<file path="src/rtl/serial_shifter.sv">
// serial_shifter: multi-cycle shift/rotate unit (one bit per clock) with a START/BUSY/DONE handshake.
// Define SERIAL_SHIFTER_FAST_COUNT_EN to clamp step counts at acceptance (worst-case latency 10 cycles).
module serial_shifter (
    input  logic       CLK,
    input  logic       RESET,
    input  logic       START,
    input  logic [7:0] INPUT,
    input  logic [7:0] SHIFT_AMNT,
    input  logic [1:0] SHIFTOP,
    output logic       BUSY,
    output logic       DONE,
    output logic [7:0] OUTPUT
);
    localparam logic [1:0] OP_SRL = 2'b00;
    localparam logic [1:0] OP_SRA = 2'b01;
    localparam logic [1:0] OP_ROR = 2'b10;
    localparam logic [1:0] OP_SLL = 2'b11;

    typedef enum logic [1:0] {
        IDLE   = 2'd0,
        SHIFT  = 2'd1,
        FINISH = 2'd2
    } state_t;

    state_t     state, state_next;
    logic [7:0] work;
    logic [3:0] cnt;
    logic [1:0] op;
    logic [3:0] eff_cnt;
    logic       accept;
    logic       unused_amnt;

    assign unused_amnt = ^SHIFT_AMNT[7:4];

    function automatic logic [7:0] shift_step(input logic [1:0] f_op, input logic [7:0] r);
        logic signed [7:0] rs;
        rs = r;
        case (f_op)
            OP_SRL:  shift_step = {1'b0, r[7:1]};
            OP_SRA:  shift_step = $unsigned(rs >>> 1);
            OP_ROR:  shift_step = {r[0], r[7:1]};
            OP_SLL:  shift_step = {r[6:0], 1'b0};
            default: shift_step = r;
        endcase
    endfunction

`ifdef SERIAL_SHIFTER_FAST_COUNT_EN
    // Beyond 8 steps srl/sll/sra saturate and ror repeats, so shorter counts give identical results.
    assign eff_cnt = (SHIFTOP == OP_ROR) ? {1'b0, SHIFT_AMNT[2:0]}
                   : (SHIFT_AMNT[3] ? 4'd8 : SHIFT_AMNT[3:0]);
`else
    assign eff_cnt = SHIFT_AMNT[3:0];
`endif

    always_ff @(posedge CLK or posedge RESET) begin
        if (RESET) begin
            state <= IDLE;
        end else begin
            state <= state_next;
        end
    end

    // FINISH accepts START exactly like IDLE so operations can run back-to-back.
    always_comb begin
        state_next = state;
        BUSY       = 1'b0;
        DONE       = 1'b0;
        accept     = 1'b0;
        case (state)
            IDLE: begin
                if (START) begin
                    accept     = 1'b1;
                    state_next = SHIFT;
                end
            end
            SHIFT: begin
                BUSY = 1'b1;
                if (cnt == 4'd0) begin
                    state_next = FINISH;
                end
            end
            FINISH: begin
                DONE = 1'b1;
                if (START) begin
                    accept     = 1'b1;
                    state_next = SHIFT;
                end else begin
                    state_next = IDLE;
                end
            end
            default: state_next = IDLE;
        endcase
    end

    always_ff @(posedge CLK or posedge RESET) begin
        if (RESET) begin
            work   <= 8'h00;
            cnt    <= 4'd0;
            op     <= 2'b00;
            OUTPUT <= 8'h00;
        end else begin
            if (accept) begin
                work <= INPUT;
                cnt  <= eff_cnt;
                op   <= SHIFTOP;
            end else if (state == SHIFT && cnt != 4'd0) begin
                work <= shift_step(op, work);
                cnt  <= cnt - 4'd1;
            end
            if (state == SHIFT && cnt == 4'd0) begin
                OUTPUT <= work;
            end
        end
    end
endmodule

</file>
<file path="config.mk">
export PLATFORM = sky130hd
export DESIGN_NAME = serial_shifter
export DESIGN_NICKNAME = d
export VERILOG_FILES = /design/src/rtl/serial_shifter.sv
export SDC_FILE = /design/constraint.sdc
export NUM_CORES = 1
export LEC_CHECK = 0
export BUFFER_PORTS_ARGS = -buffer_cell sky130_fd_sc_hd__buf_2
export CAP_MARGIN = 30
export CORE_MARGIN = 1
export CORE_UTILIZATION = 25
export DETAILED_ROUTE_END_ITERATION = 12
export PLACE_DENSITY = 0.48
export SYNTH_ARGS = -nofsm -noshare
export SYNTH_HDL_FRONTEND = slang
export SYNTH_SLANG_ARGS = --single-unit
</file>
<file path="constraint.sdc">
create_clock -name CLK -period 4.2 [get_ports CLK]
set_input_delay 0.42 -clock CLK [delete_from_list [all_inputs] [get_ports CLK]]
set_output_delay 0.42 -clock CLK [all_outputs]
set_load 0.01 [all_outputs]
</file>
==> run metrics, run 1 <==
switching share of power 0.405; # DRC 0; Worst EP required 3780 ps; Placer Congestion 0.808; # port buffers 26; Syn Nets 137; Syn Area/Cell 10.0 um^2; unrepaired setup endpoints after global routing no; dpl cell area 1330 um^2; crit path launch type flop; hold-fix buffers at CTS 0; CTS Buffer Depth 2; design area 1410 um^2; Initial Utilization 0.263; crit path DAT 1400 ps; via/cell ratio 4.89; first-pass GRT wire length 4.63 mm; beginning of the critical path state[1]; period utilization 0.433; share of layout cells above drive strength 1 0.273; post-synthesis cell type count 29; Post-Layout Cell Count 195; die height 69.9 um; Setup TNS Final 0 ps; flops & latches, synth 24; clock transition at the registers of the reported paths 90 ps; worst-path maximum fanout 11; slowest stage delay, CP 380 ps; first drt pass iteration count 4; Max-Cap Viols 0; Mapped Area 1150 um^2; worst reg2reg path startpoint state[0]; predominant post-synthesis flop cell dfrtp_1; Root Driver clkbuf_8; CTS tree built; internal power 0.000608 W; Clock Sink Count 24; synthesized instance count 115; Cells after DPL 190; outcome completed; post-layout min period 1820 ps; CP max stage cell dfrtp_1; Post-synth ARST share 1.00; post-synthesis sequential area ratio 0.522; Final Skew 6.49 ps; Clock Latency Late Sink 260 ps; Pwr per Cell Area 723 nW/um^2; Worst setup EP type output pin; maximum vdd drop 215 uV; drt wl/cell 14.0 um; H-tree levels 1; post-route ant nets 0; total congestion overflow 0; core area 4380 um^2; Detailed Place HPWL 2.02 mm; CP Cell Sequence nand2b_1 -> inv_2 -> buf_2; Antenna diodes 0; WS Path Type flop to output pin; vias in the first global route 1,010; Slew @ Worst Pin 542 ps; LEAKAGE 0.704 nW; max-slew violation count 0; wirelength, routed 2.73 mm; maximum clock frequency 0.550 GHz; synth warn 0; final net count 166; Die W 69.9 um; total number of vias 954; CTS Buf Count 3; Post-synth EDFFs 0; Post-CTS Setup Inserts 0; Area growth syn-to-layout 22.6%; antenna violations before repair 0; largest net degree at the start of global routing 25; final worst setup slack 2380 ps; Initial DRC Count 28; NetSw 0.000413 W; setup violators final 0; Place WS 2520 ps; Hold Crit Class input port to async pin; Core Rows 24; Comb power frac 0.441; clock power share 0.152; io pins 31; Die ar. 4880 um^2; GR Util All Layers 0.118; CTS resizes 0; Slew HR 0.638; Hold Fails Final Rpt 0; register share of total power 0.407
## cells in the mapped netlist, drive strengths merged, types with 2 or more instances
cell type   n  area share
dfrtp      24        0.52
nand2      19       0.064
o21ai      17       0.077
inv        14       0.046
o221ai      7       0.053
mux2i       6       0.052
buf         3       0.018
nand2b      3       0.016
nand3       3       0.013
a311oi      2       0.015
mux2        2       0.020
nor2b       2       0.011
o211ai      2       0.013
## layout by cell type (no fill, tap or decap), types with 2 or more instances in the layout
cell type | synthesis | routed
dfrtp_1 | 24 | 24
nor2b_1 | 2 | 2
o211ai_1 | 2 | 2
nand3_1 | 3 | 3
buf_2 | 2 | 26
o221ai_1 | 7 | 7
o21ai_0 | 15 | 15
clkbuf_8 | 0 | 4
inv_1 | 13 | 13
mux2i_1 | 6 | 6
mux2_2 | 2 | 2
a311oi_1 | 2 | 2
nand2_1 | 18 | 18
nand2b_1 | 3 | 3
## sequential cells by signal, summed over array words and instances (netlist names)
name and cells:
OUTPUT 8, cnt 4, op 2, state 2, work 8
## critical path: cells and delay by family (launching register included)
kind / cells / cell delay [ps]
simple gates: 1 / 330
flops: 1 / 380
buf+inv: 2 / 430
## stage by stage
| stage | hold slack [ps] | util | power [W] |
|---|---|---|---|
| floorplan | 435 | - | 0.000733 |
| global placement | 491 | 0.301 | 0.000850 |
| detailed placement | 490 | 0.303 | 0.000868 |
| CTS | 344 | 0.316 | 0.00102 |
| global route | 227 | 0.322 | 0.00111 |
| finish | 200 | 0.322 | 0.00102 |
## path summary, 6_finish.rpt
| check | end | slack (ps) | depth (start not counted) |
|---|---|---|---|
| worst max register to register | OUTPUT[7] | 2510 | 4 |
| worst min register to register | OUTPUT[2] | 500 | 2 |
| max in group asynchronous | work[0] | 3850 | 3 |
| worst min-delay path | cnt[1] | 200 | 3 |
| worst max-delay path | BUSY | 2380 | 3 |
| min in group CLK | op[1] | 340 | 3 |
## power by group through the flow
| stage | sequential [W] | clock [W] | combinational (W) |
|---|---|---|---|
| 6_report | 0.000415 | 0.000156 | 0.000450 |
| 5_1_grt | 0.000430 | 0.000171 | 0.000510 |
| 4_1_cts | 0.000416 | 0.000161 | 0.000448 |
| 3_5_place_dp | 0.000421 | 0 | 0.000447 |
| 3_3_place_gp | 0.000415 | 0 | 0.000435 |
| 2_1_floorplan | 0.000415 | 0 | 0.000318 |
## routing by layer
metal / GRT usage / wire (um)
met1: 0.149 / 1260
met2: 0.206 / 1370
met4: 0.0400 / 19
met3: 0.0144 / 76
met5: 0 / 0
## layout make-up
cell class	count	area (um^2)
fillers	468	2970
flip-flops and latches	24	601
multi-input cells	73	473
repair buffers	28	165
well taps	52	65.1
clock buffers	4	55.1
inverters	14	52.6
## logic make-up after synthesis
kind of cell / Yosys count / synth area share
buf+inv: 18 / 0.0674
simple gates: 32 / 0.140
mux: 8 / 0.0717
flops: 24 / 0.522
fa+ha+maj: 1 / 0.0109
compound gates: 32 / 0.188
Power figures use the tool's default switching activity.
==> run 2: changes to the inputs <==
==> constraint.sdc (replaced) <==
create_clock -name CLK -period 1.8 [get_ports CLK]
set_input_delay 0.18 -clock CLK [delete_from_list [all_inputs] [get_ports CLK]]
set_output_delay 0.18 -clock CLK [all_outputs]
set_load 0.01 [all_outputs]
==> run 2 against run 1 <==
Compared with the run above: combinational power grew 140%; die area unchanged; sequential power grew 130%; hold slack worse by 100 ps; via count down 1.3%; worst setup slack worse by 2300 ps; utilization rose by 0.11 points; final area is 0.35% higher; first-iteration DRC count up 18%; highest routed layer unchanged.
==> run metrics, run 2 (synthesis gave the netlist of run 1 again) <==
Setup TNS Final 0 ps; final net count 169; Worst EP required 1990 ps; setup violators final 0; first-pass GRT wire length 4.69 mm; Initial Utilization 0.263; Initial DRC Count 33; Post-Layout Cell Count 198; Die W 69.9 um; most frequent cells in the layout buf_2, dfrtp_1, nand2_1; Detailed Place HPWL 1.94 mm; CTS Buf Count 3; maximum clock frequency 0.598 GHz; Hold Crit Class input port to flop; LEAKAGE 0.709 nW; Slew @ Worst Pin 433 ps; total congestion overflow 0; drt wl/cell 13.5 um; Overall Power 0.00240 W; # fillers 468; Slew HR 0.711; total number of vias 942; io pins 31; Pwr per Cell Area 1700 nW/um^2; CTS tree built; Hold Fails Final Rpt 0; Clock Latency Late Sink 270 ps; Core Rows 24; period utilization 0.929; # DRC 0; core area 4380 um^2; max-slew violation count 0; Placer Congestion 0.799; wirelength, routed 2.67 mm; outcome completed; GR Util All Layers 0.122; CTS resizes 0; multi-input logic area 473 um^2; H-tree levels 1; antenna violations before repair 0; Max-Cap Viols 0; CTS Buffer Depth 2; largest net degree at the start of global routing 25; post-layout min period 1670 ps; Die ar. 4880 um^2; Root Driver clkbuf_8; worst-path maximum fanout 13; Final Skew 2.60 ps; post-route ant nets 0; clock transition at the registers of the reported paths 90 ps; Clock Sink Count 24; WS Path Type flop to flop; maximum vdd drop 569 uV; vias in the first global route 982; unrepaired setup endpoints after global routing no; commonest non-fill, non-tap cell in the layout buf_2; Cells after DPL 193; first drt pass iteration count 4; via/cell ratio 4.76; Antenna diodes 0; crit path DAT 1860 ps; Area growth syn-to-layout 23.0%; Reg area 601 um^2; Largest regs OUTPUT (8), work (8), cnt (4); Worst setup EP type flop; crit path launch type flop; # port buffers 26; share of layout cells above drive strength 1 0.281; die height 69.9 um
[run 2: cell types whose count changed in the layout (fill, tap and decap cells not counted), sizes merged]
cell / before / now
buf: 28 / 30
dlygate4sd3: 0 / 1
[run 2: worst max-delay path, cell delays in order (launching register included)]
cell and delay [ps]:
dfrtp_1 390, inv_1 90, ha_1 200, or3b_4 480, a311o_1 340, o211ai_1 90
[run 2: cell type report]
| type | count | area share |
|---|---|---|
| Sequential cell | 24 | 0.424 |
| Multi-Input combinational cell | 73 | 0.334 |
| Timing Repair Buffer | 31 | 0.120 |
| Tap cell | 52 | 0.0459 |
| Clock buffer | 4 | 0.0389 |
| Inverter | 14 | 0.0371 |
[run 2: path summary, 6_finish.rpt]
path / from / endpoint / slack, ps / cells after the start
max in group asynchronous: RESET / OUTPUT[5] / 1060 / 4
worst max-delay path: cnt[0] / work[7] / 130 / 5
worst min register to register: OUTPUT[1] / OUTPUT[1] / 510 / 2
worst max register to register: cnt[0] / work[7] / 130 / 5
worst min-delay path: SHIFTOP[1] / op[1] / 100 / 3
min in group asynchronous: RESET / OUTPUT[1] / 490 / 4
[run 2: metrics by stage]
stage / cell area, um^2 / hold WS [ps] / worst slack, ps / utilization
final: 1420 / 96.7 / 128 / 0.323
after global routing: 1420 / 100 / 24.6 / 0.323
after CTS: 1420 / 89.4 / 118 / 0.323
after detailed placement: 1350 / 248 / 144 / 0.308
after global placement: 1350 / 245 / 169 / 0.308
after floorplan: 1150 / 195 / 283 / -
[run 2: repair_timing]
action,in CTS,in global routing
endpoints found under the hold margin,24,0
buffers inserted,0,0
hold buffers,1,0
setup endpoints to repair,0,0
[run 2: layer usage]
| layer | vias to the layer above | GRT usage | routed length (um) |
|---|---|---|---|
| met1 | 448 | 0.158 | 1290 |
| li1 | 466 | - | - |
| met5 | - | 0 | 0 |
| met3 | 7 | 0.0202 | 68 |
| met4 | 0 | 0.0667 | 66 |
| met2 | 21 | 0.192 | 1250 |
[run 2: report_power, final]
part | leakage [nW] | internal [W] | switching, W | total [W]
combinational | 0.381 | 0.000457 | 0.000612 | 0.00107
clock | 0.0288 | 0.000195 | 0.000176 | 0.000371
sequential | 0.300 | 0.000788 | 0.000177 | 0.000965
